## src/rtl/core_sequencer_pkg.sv

```systemverilog
// core_sequencer_pkg: shared encodings for the RV32E multi-cycle sequencer.
// Feature macro used by the sequencer: ILLEGAL_TRAP_EN.
package core_sequencer_pkg;

    typedef enum logic [6:0] {
        OPC_LUI      = 7'b0110111,
        OPC_AUIPC    = 7'b0010111,
        OPC_JAL      = 7'b1101111,
        OPC_JALR     = 7'b1100111,
        OPC_BRANCH   = 7'b1100011,
        OPC_LOAD     = 7'b0000011,
        OPC_STORE    = 7'b0100011,
        OPC_OP_IMM   = 7'b0010011,
        OPC_OP       = 7'b0110011,
        OPC_MISC_MEM = 7'b0001111,
        OPC_SYSTEM   = 7'b1110011
    } opcode_e;

    typedef enum logic [2:0] {
        F3_ADDI = 3'd0, F3_SLLI = 3'd1, F3_SLTI = 3'd2, F3_SLTIU = 3'd3,
        F3_XORI = 3'd4, F3_SRXI = 3'd5, F3_ORI  = 3'd6, F3_ANDI  = 3'd7
    } opimm_f3_e;

    typedef enum logic [2:0] {
        F3_ADD = 3'd0, F3_SLL = 3'd1, F3_SLT = 3'd2, F3_SLTU = 3'd3,
        F3_XOR = 3'd4, F3_SRX = 3'd5, F3_OR  = 3'd6, F3_AND  = 3'd7
    } op_f3_e;

    typedef enum logic [2:0] {
        F3_BEQ = 3'd0, F3_BNE = 3'd1, F3_BLT  = 3'd4,
        F3_BGE = 3'd5, F3_BLTU = 3'd6, F3_BGEU = 3'd7
    } branch_f3_e;

    typedef enum logic [2:0] {
        F3_LB = 3'd0, F3_LH = 3'd1, F3_LW = 3'd2, F3_LBU = 3'd4, F3_LHU = 3'd5
    } load_f3_e;

    typedef enum logic [2:0] {
        F3_SB = 3'd0, F3_SH = 3'd1, F3_SW = 3'd2
    } store_f3_e;

    typedef enum logic [2:0] {
        S_BOOT, S_FETCH, S_DECODE, S_EXECUTE, S_MEM, S_WRITEBACK, S_TRAP
    } seq_state_e;

    // Instruction class latched in DECODE; NOP must stay zero (reset value).
    typedef enum logic [3:0] {
        CLS_NOP, CLS_ALU, CLS_LUI, CLS_AUIPC, CLS_JAL, CLS_JALR,
        CLS_BRANCH, CLS_LOAD, CLS_STORE, CLS_SYSTEM, CLS_ILLEGAL
    } iclass_e;

    localparam logic [3:0] CAUSE_FETCH_FAULT = 4'd1;
    localparam logic [3:0] CAUSE_ILLEGAL     = 4'd2;
    localparam logic [3:0] CAUSE_BREAKPOINT  = 4'd3;
    localparam logic [3:0] CAUSE_LOAD_FAULT  = 4'd5;
    localparam logic [3:0] CAUSE_STORE_FAULT = 4'd7;
    localparam logic [3:0] CAUSE_ECALL       = 4'd11;

    localparam logic [1:0] PC_PLUS4  = 2'd0;
    localparam logic [1:0] PC_BRANCH = 2'd1;
    localparam logic [1:0] PC_JALR   = 2'd2;
    localparam logic [1:0] PC_TRAP   = 2'd3;

    localparam logic [1:0] WB_ALU  = 2'd0;
    localparam logic [1:0] WB_LOAD = 2'd1;
    localparam logic [1:0] WB_PC4  = 2'd2;
    localparam logic [1:0] WB_UIMM = 2'd3;

    // Map the IR fields to an instruction class; any high register-index bit is illegal on RV32E.
    function automatic iclass_e classify(input logic [6:0] opc, input logic [2:0] f3,
                                         input logic [2:0] msb);
        iclass_e c;
        c = CLS_ILLEGAL;
        case (opc)
            OPC_LUI:      c = CLS_LUI;
            OPC_AUIPC:    c = CLS_AUIPC;
            OPC_JAL:      c = CLS_JAL;
            OPC_JALR:     c = CLS_JALR;
            OPC_BRANCH:   c = CLS_BRANCH;
            OPC_OP_IMM,
            OPC_OP:       c = CLS_ALU;
            OPC_LOAD:     if (f3 inside {F3_LB, F3_LH, F3_LW, F3_LBU, F3_LHU}) c = CLS_LOAD;
            OPC_STORE:    if (f3 inside {F3_SB, F3_SH, F3_SW}) c = CLS_STORE;
            OPC_MISC_MEM: c = CLS_NOP;
            OPC_SYSTEM:   c = CLS_SYSTEM;
            default:      c = CLS_ILLEGAL;
        endcase
        if (msb != 3'b000) c = CLS_ILLEGAL;
        return c;
    endfunction

endpackage

```

## src/rtl/core_sequencer_timer.sv

```systemverilog
// mem_request_timer: watches one memory request and reports a clean ack or an error
// (ack with fault, or MEM_TIMEOUT cycles without ack). MEM_TIMEOUT=0 disables the timeout.
module mem_request_timer #(
    parameter int MEM_TIMEOUT = 255
) (
    input  logic clk,
    input  logic reset_n,
    input  logic i_req,
    input  logic i_ack,
    input  logic i_fault,
    output logic o_ok,
    output logic o_err
);
    localparam int CW = (MEM_TIMEOUT > 1) ? $clog2(MEM_TIMEOUT + 1) : 1;

    logic [CW-1:0] r_cnt;
    logic          w_timeout;

    // An ack in the same cycle as the limit wins over the timeout.
    assign w_timeout = (MEM_TIMEOUT != 0) && i_req && !i_ack && (r_cnt == CW'(MEM_TIMEOUT));
    assign o_ok      = i_req && i_ack && !i_fault;
    assign o_err     = (i_req && i_ack && i_fault) || w_timeout;

    // Wait counter: every request state is entered from a non-request state,
    // so holding it at zero while idle clears it on entry to FETCH or MEM.
    always_ff @(posedge clk or negedge reset_n) begin
        if (!reset_n)
            r_cnt <= '0;
        else if (!i_req)
            r_cnt <= '0;
        else if (!i_ack && (r_cnt != CW'(MEM_TIMEOUT)))
            r_cnt <= r_cnt + 1'b1;
    end

endmodule

```

## src/rtl/core_sequencer.sv

```systemverilog
// core_sequencer: multi-cycle BOOT/FETCH/DECODE/EXECUTE/MEM/WRITEBACK/TRAP control FSM.
// Macro ILLEGAL_TRAP_EN: illegal encodings trap (cause 2); otherwise they retire as NOPs.
module core_sequencer
    import core_sequencer_pkg::*;
#(
    parameter int MEM_TIMEOUT = 255
) (
    input  logic       clk,
    input  logic       reset_n,
    input  logic [6:0] opcode,
    input  logic [2:0] funct3,
    input  logic [2:0] reg_idx_msb,
    input  logic       sys_ebreak,
    input  logic       branch_taken,
    input  logic       mem_ack,
    input  logic       mem_fault,
    output logic       mem_req,
    output logic       mem_we,
    output logic [1:0] mem_size,
    output logic       ir_load,
    output logic       pc_en,
    output logic [1:0] pc_sel,
    output logic       rf_we,
    output logic [1:0] wb_sel,
    output logic       retire,
    output logic       trap,
    output logic [3:0] trap_cause
);
    seq_state_e r_state, w_next;
    iclass_e    r_cls, w_dec_cls;
    logic [1:0] r_size;
    logic       r_taken;
    logic [3:0] r_cause, w_cause;
    logic       w_cause_we;
    logic       w_req, w_ok, w_err;

    // Request depends only on state, so the reset drops it asynchronously.
    assign w_req      = (r_state == S_FETCH) || (r_state == S_MEM);
    assign w_dec_cls  = classify(opcode, funct3, reg_idx_msb);
    assign trap_cause = r_cause;

    mem_request_timer #(.MEM_TIMEOUT(MEM_TIMEOUT)) u_timer (
        .clk     (clk),
        .reset_n (reset_n),
        .i_req   (w_req),
        .i_ack   (mem_ack),
        .i_fault (mem_fault),
        .o_ok    (w_ok),
        .o_err   (w_err)
    );

    // State register and trap cause, captured on the transition into TRAP.
    always_ff @(posedge clk or negedge reset_n) begin
        if (!reset_n) begin
            r_state <= S_BOOT;
            r_cause <= '0;
        end else begin
            r_state <= w_next;
            if (w_cause_we) r_cause <= w_cause;
        end
    end

    // Per-instruction context: class and access size from DECODE, branch outcome from EXECUTE.
    always_ff @(posedge clk or negedge reset_n) begin
        if (!reset_n) begin
            r_cls   <= CLS_NOP;
            r_size  <= '0;
            r_taken <= 1'b0;
        end else begin
            if (r_state == S_DECODE) begin
                r_cls  <= w_dec_cls;
                r_size <= funct3[1:0];
            end
            if (r_state == S_EXECUTE) r_taken <= branch_taken;
        end
    end

    // Next-state and output decode from state plus latched class.
    always_comb begin
        w_next     = r_state;
        mem_req    = w_req;
        mem_we     = 1'b0;
        mem_size   = 2'd0;
        ir_load    = 1'b0;
        pc_en      = 1'b0;
        pc_sel     = PC_PLUS4;
        rf_we      = 1'b0;
        wb_sel     = WB_ALU;
        retire     = 1'b0;
        trap       = 1'b0;
        w_cause    = r_cause;
        w_cause_we = 1'b0;
        case (r_state)
            S_BOOT: w_next = S_FETCH;
            S_FETCH: begin
                mem_size = 2'd2;
                if (w_ok) begin
                    ir_load = 1'b1;
                    w_next  = S_DECODE;
                end else if (w_err) begin
                    w_cause    = CAUSE_FETCH_FAULT;
                    w_cause_we = 1'b1;
                    w_next     = S_TRAP;
                end
            end
            S_DECODE: begin
                case (w_dec_cls)
                    CLS_ILLEGAL: begin
`ifdef ILLEGAL_TRAP_EN
                        w_cause    = CAUSE_ILLEGAL;
                        w_cause_we = 1'b1;
                        w_next     = S_TRAP;
`else
                        w_next     = S_WRITEBACK;
`endif
                    end
                    CLS_SYSTEM: begin
                        w_cause    = sys_ebreak ? CAUSE_BREAKPOINT : CAUSE_ECALL;
                        w_cause_we = 1'b1;
                        w_next     = S_TRAP;
                    end
                    default: w_next = S_EXECUTE;
                endcase
            end
            S_EXECUTE: w_next = (r_cls == CLS_LOAD || r_cls == CLS_STORE) ? S_MEM : S_WRITEBACK;
            S_MEM: begin
                mem_we   = (r_cls == CLS_STORE);
                mem_size = r_size;
                if (w_ok) begin
                    w_next = S_WRITEBACK;
                end else if (w_err) begin
                    w_cause    = (r_cls == CLS_STORE) ? CAUSE_STORE_FAULT : CAUSE_LOAD_FAULT;
                    w_cause_we = 1'b1;
                    w_next     = S_TRAP;
                end
            end
            S_WRITEBACK: begin
                pc_en  = 1'b1;
                retire = 1'b1;
                w_next = S_FETCH;
                case (r_cls)
                    CLS_ALU, CLS_AUIPC: rf_we = 1'b1;
                    CLS_LUI:    begin rf_we = 1'b1; wb_sel = WB_UIMM; end
                    CLS_JAL:    begin rf_we = 1'b1; wb_sel = WB_PC4; pc_sel = PC_BRANCH; end
                    CLS_JALR:   begin rf_we = 1'b1; wb_sel = WB_PC4; pc_sel = PC_JALR; end
                    CLS_BRANCH: pc_sel = r_taken ? PC_BRANCH : PC_PLUS4;
                    CLS_LOAD:   begin rf_we = 1'b1; wb_sel = WB_LOAD; end
                    default: ;
                endcase
            end
            S_TRAP: begin
                trap   = 1'b1;
                pc_en  = 1'b1;
                pc_sel = PC_TRAP;
                w_next = S_FETCH;
            end
            default: w_next = S_BOOT;
        endcase
    end

endmodule
```

## config.mk

```make
export PLATFORM = sky130hd
export DESIGN_NAME = core_sequencer
export DESIGN_NICKNAME = d
export VERILOG_FILES = /design/src/rtl/core_sequencer_pkg.sv /design/src/rtl/core_sequencer_timer.sv /design/src/rtl/core_sequencer.sv
export SDC_FILE = /design/constraint.sdc
export NUM_CORES = 1
export LEC_CHECK = 0
export BUFFER_PORTS_ARGS = -buffer_cell sky130_fd_sc_hd__clkbuf_2
export CORE_ASPECT_RATIO = 1.2
export CORE_MARGIN = 1.5
export CORE_UTILIZATION = 54
export DETAILED_ROUTE_END_ITERATION = 8
export GPL_TIMING_DRIVEN = 0
export PLACE_DENSITY = 0.8
export SLEW_MARGIN = 20
export SYNTH_ARGS = -nofsm -noshare
export SYNTH_HDL_FRONTEND = slang
export SYNTH_HIERARCHICAL = 1
export SYNTH_SLANG_ARGS = --single-unit
export TNS_END_PERCENT = 50
```

## constraint.sdc

```tcl
create_clock -name clk -period 3.6 [get_ports clk]
set_input_delay 0.54 -clock clk [delete_from_list [all_inputs] [get_ports clk]]
set_output_delay 0.54 -clock clk [all_outputs]
set_load 0.02 [all_outputs]
```

==> results by group <==
Status
  • Status: complete, no violations

Detailed routing
  • Drt first pass iters: 4
  • Final routed DRC violation total: 0
  • Vias per cell: 5.811
  • DR WL/cell: 13.71 um
  • Iteration-0 DRC count of the detailed router: 42
  • Via count: 1,569
  • Routed WL: 3701 um
  • Post-route ant nets: 0

Layout
  • Multi-input gate area: 977.2 sq um
  • Layout fillers: 277
  • Register area: 550.5 sq um
  • Area Growth Syn to Fin: 15.90%
  • ANT cells: 0
  • Nets: 257
  • Share of layout cells above drive strength 1: 22.88%

Global routing
  • Initial antenna violation count: 0
  • Largest net degree at the start of global routing: 23
  • GRT Total Usage: 23.99%
  • Number of global-route vias before repair: 1,431
  • First-pass GRT wire length: 6065 um
  • Grt ovf: 0

STA
  • Worst hold margin: 177.3 ps
  • Post-route setup slack: 442.1 ps
  • Final hold viol count: 0
  • Fin crit share: 87.72%
  • Final setup viols: 0
  • RSZ-0062 raised after global routing: false
  • Slew margin rel.: 55.49%
  • Worst-margin pin slew: 665.2 ps
  • Setup TNS: 0 ps
  • Clock skew: 16.04 ps
  • Final Max Slew Viols: 0
  • FMAX: 0.3167 GHz
  • Minimum clock period: 3158 ps

Power
  • Static Leak: 0.8728 nW
  • Logic pwr share: 46.2%
  • Worst IR Drop VDD: 0.3742 mV
  • Power per cell area: 550.1 mW/mm^2
  • Cell-internal power: 0.0005977 W
  • Clock Power Share: 19.1%
  • P_sw: 0.0004258 W
  • Power, Total: 0.001024 W
  • Sequential cell fraction of total power: 34.7%
  • Switch share: 41.61%

CTS
  • Reg clk slew, reported paths: 140 ps
  • Root buffer cell: clkbuf_4
  • Sink Count: 22
  • H-tree Lvls: 1
  • TritonCTS clock tree: done
  • Setup bufs post-CTS: 0
  • CTS buffer count: 3
  • PostCTS Resize Cnt: 0
  • Clk_lat worst skew: 320 ps
  • CTS Hold Bufs: 0
  • Maximum root-to-sink buffer count: 2

Place
  • Worst slack, placed: 533.6 ps
  • Final GP Congestion: 0.8682
  • I/O Buffers: 32
  • Post-DP HPWL: 2839 um

Yosys
  • Average size of a mapped cell: 8.026 sq um
  • Synthesized Nets: 220
  • Synth Cell Area: 0.001605 sq mm
  • Commonest cells post-synth: nand2_1 (31), a21oi_1 (22), dfrtp_1 (22)
  • Count leader, synth: nand2_1
  • Synth top area share: 34.29%
  • Yosys top cell by area: dfrtp_1
  • Register area share after synthesis: 34.29%
  • Number of synthesized register bits: 22
  • Synth top area cells: dfrtp_1 (34%), nand2_1 (7.2%), a21oi_1 (6.9%), o21ai_0 (4.1%), nand2b_1 (3.5%)
  • Number of synthesized flops with an enable pin: 0
  • Async SR Flop Fraction: 100.0%
  • Post-Syn Instances: 200
  • Top_reg_cell synth: dfrtp_1
  • Synth Warn #: 6
  • Synth cell types: 51

Worst hold path
  • Min-delay worst type: input port to async pin

Setup path
  • Worst r2r path cells: 12
  • CP endpoint kind: flop
  • Setup crit start kind: flop
  • CP Data Required Time: 3830 ps
  • Critical Path Fanout Max: 10
  • Arr. time, crit path: 3390 ps
  • Crit Path Class: flop to flop

Floorplan
  • Core region area: 0.002811 sq mm
  • Full die area: 0.003310 sq mm
  • Die extent in x: 52.77 um
  • Ports: 36
  • Rows: 21
  • Initial Util: 57.10%
  • Chip height: 62.73 um

Job
  • Max Cap Violations: 0
[metal layers]
metal  wire length (um)  up-vias  share of wire, %  track usage [%]
met1               1568      737                42            26.70
met4                 57        0               1.5            10.26
met3                152        6               4.1            3.349
li1                   -      785                 -                -
met5                  0        -                 0                0
met2               1923       41                52            43.44
[sequential cells by signal, summed over array words and instances, names as in the netlist]
register	flops
r_cls	4
r_state	3
r_size	2
r_taken	1
trap_cause	4
u_timer/r_cnt	8
[metrics by stage]
| stage | utilization [%] | instances | cell area, sq um |
|---|---|---|---|
| after detailed placement | 64.31 | 266 | 1808 |
| final | 66.18 | 270 | 1861 |
| after floorplan | - | 200 | 1605 |
| after global routing | 66.18 | 270 | 1861 |
| after global placement | 64.31 | 266 | 1808 |
| after CTS | 66.18 | 270 | 1861 |
[critical path, cell delays in order (launching register included)]
cell and delay, ps:
dfrtp_1 350, clkbuf_1 270, nand2_1 190, a21oi_1 270, clkbuf_1 370, inv_1 170, a21oi_1 230, nor3b_1 410
nand2_1 130, a21oi_1 160, a21oi_1 100, and2_1 200, a211o_1 220
[cell usage in the layout (no fill, tap or decap), types with 2 or more instances in the layout]
master / count
nor4b_1: 2
o21ai_0: 13
a211o_1: 2
nand4b_1: 2
dfrtp_1: 22
nand3b_1: 2
nor3b_1: 5
nand3_1: 3
clkbuf_1: 6
and2_1: 3
clkbuf_4: 3
nor2_1: 14
xnor2_1: 2
a21oi_2: 2
a21oi_1: 22
and4b_1: 3
inv_1: 7
nor2b_1: 7
nand2b_1: 9
mux2i_1: 5
or2_2: 2
clkbuf_2: 33
nor3_1: 3
and3_1: 4
a211oi_2: 2
nand2_1: 31
[layout make-up]
cell class / instances / share of cell area (%)
Multi-Input combinational cell: 161 / 52.52
Sequential cell: 22 / 29.59
Timing Repair Buffer: 32 / 8.608
Buffer: 10 / 2.757
Tap cell: 34 / 2.286
Clock inverter: 1 / 1.614
Inverter: 7 / 1.412
Clock buffer: 3 / 1.210
[cells by family after synthesis]
logic type      count (synthesis)  synth area share, %
simple gates                   98                33.44
compound gates                 54                21.75
flops                          22                34.29
buf+inv                        17                4.832
mux                             6                3.819
xor+xnor                        2                1.091
fa+ha+maj                       1               0.7793
[path summary, 6_finish.rpt]
| path | from | end | slack [ps] |
|---|---|---|---|
| max | r_state[2] | trap_cause[3] | 440 |
| min | reset_n | r_size[1] | 180 |
| max reg2reg | r_state[2] | trap_cause[3] | 440 |
| min reg2reg | trap_cause[0] | trap_cause[0] | 500 |
| max in group asynchronous | reset_n | r_cls[1] | 3040 |
| min in group clk | funct3[0] | r_size[0] | 440 |
[power groups by stage]
stage	sequential (W)	combinational (W)	clock [W]
floorplan	0.000359	0.000341	0
global placement	0.000357	0.000462	0
detailed placement	0.000358	0.000469	0
CTS	0.000353	0.000474	0.000196
global route	0.000363	0.000529	0.000205
finish	0.000355	0.000473	0.000195
(Power assumes the default switching activity.)
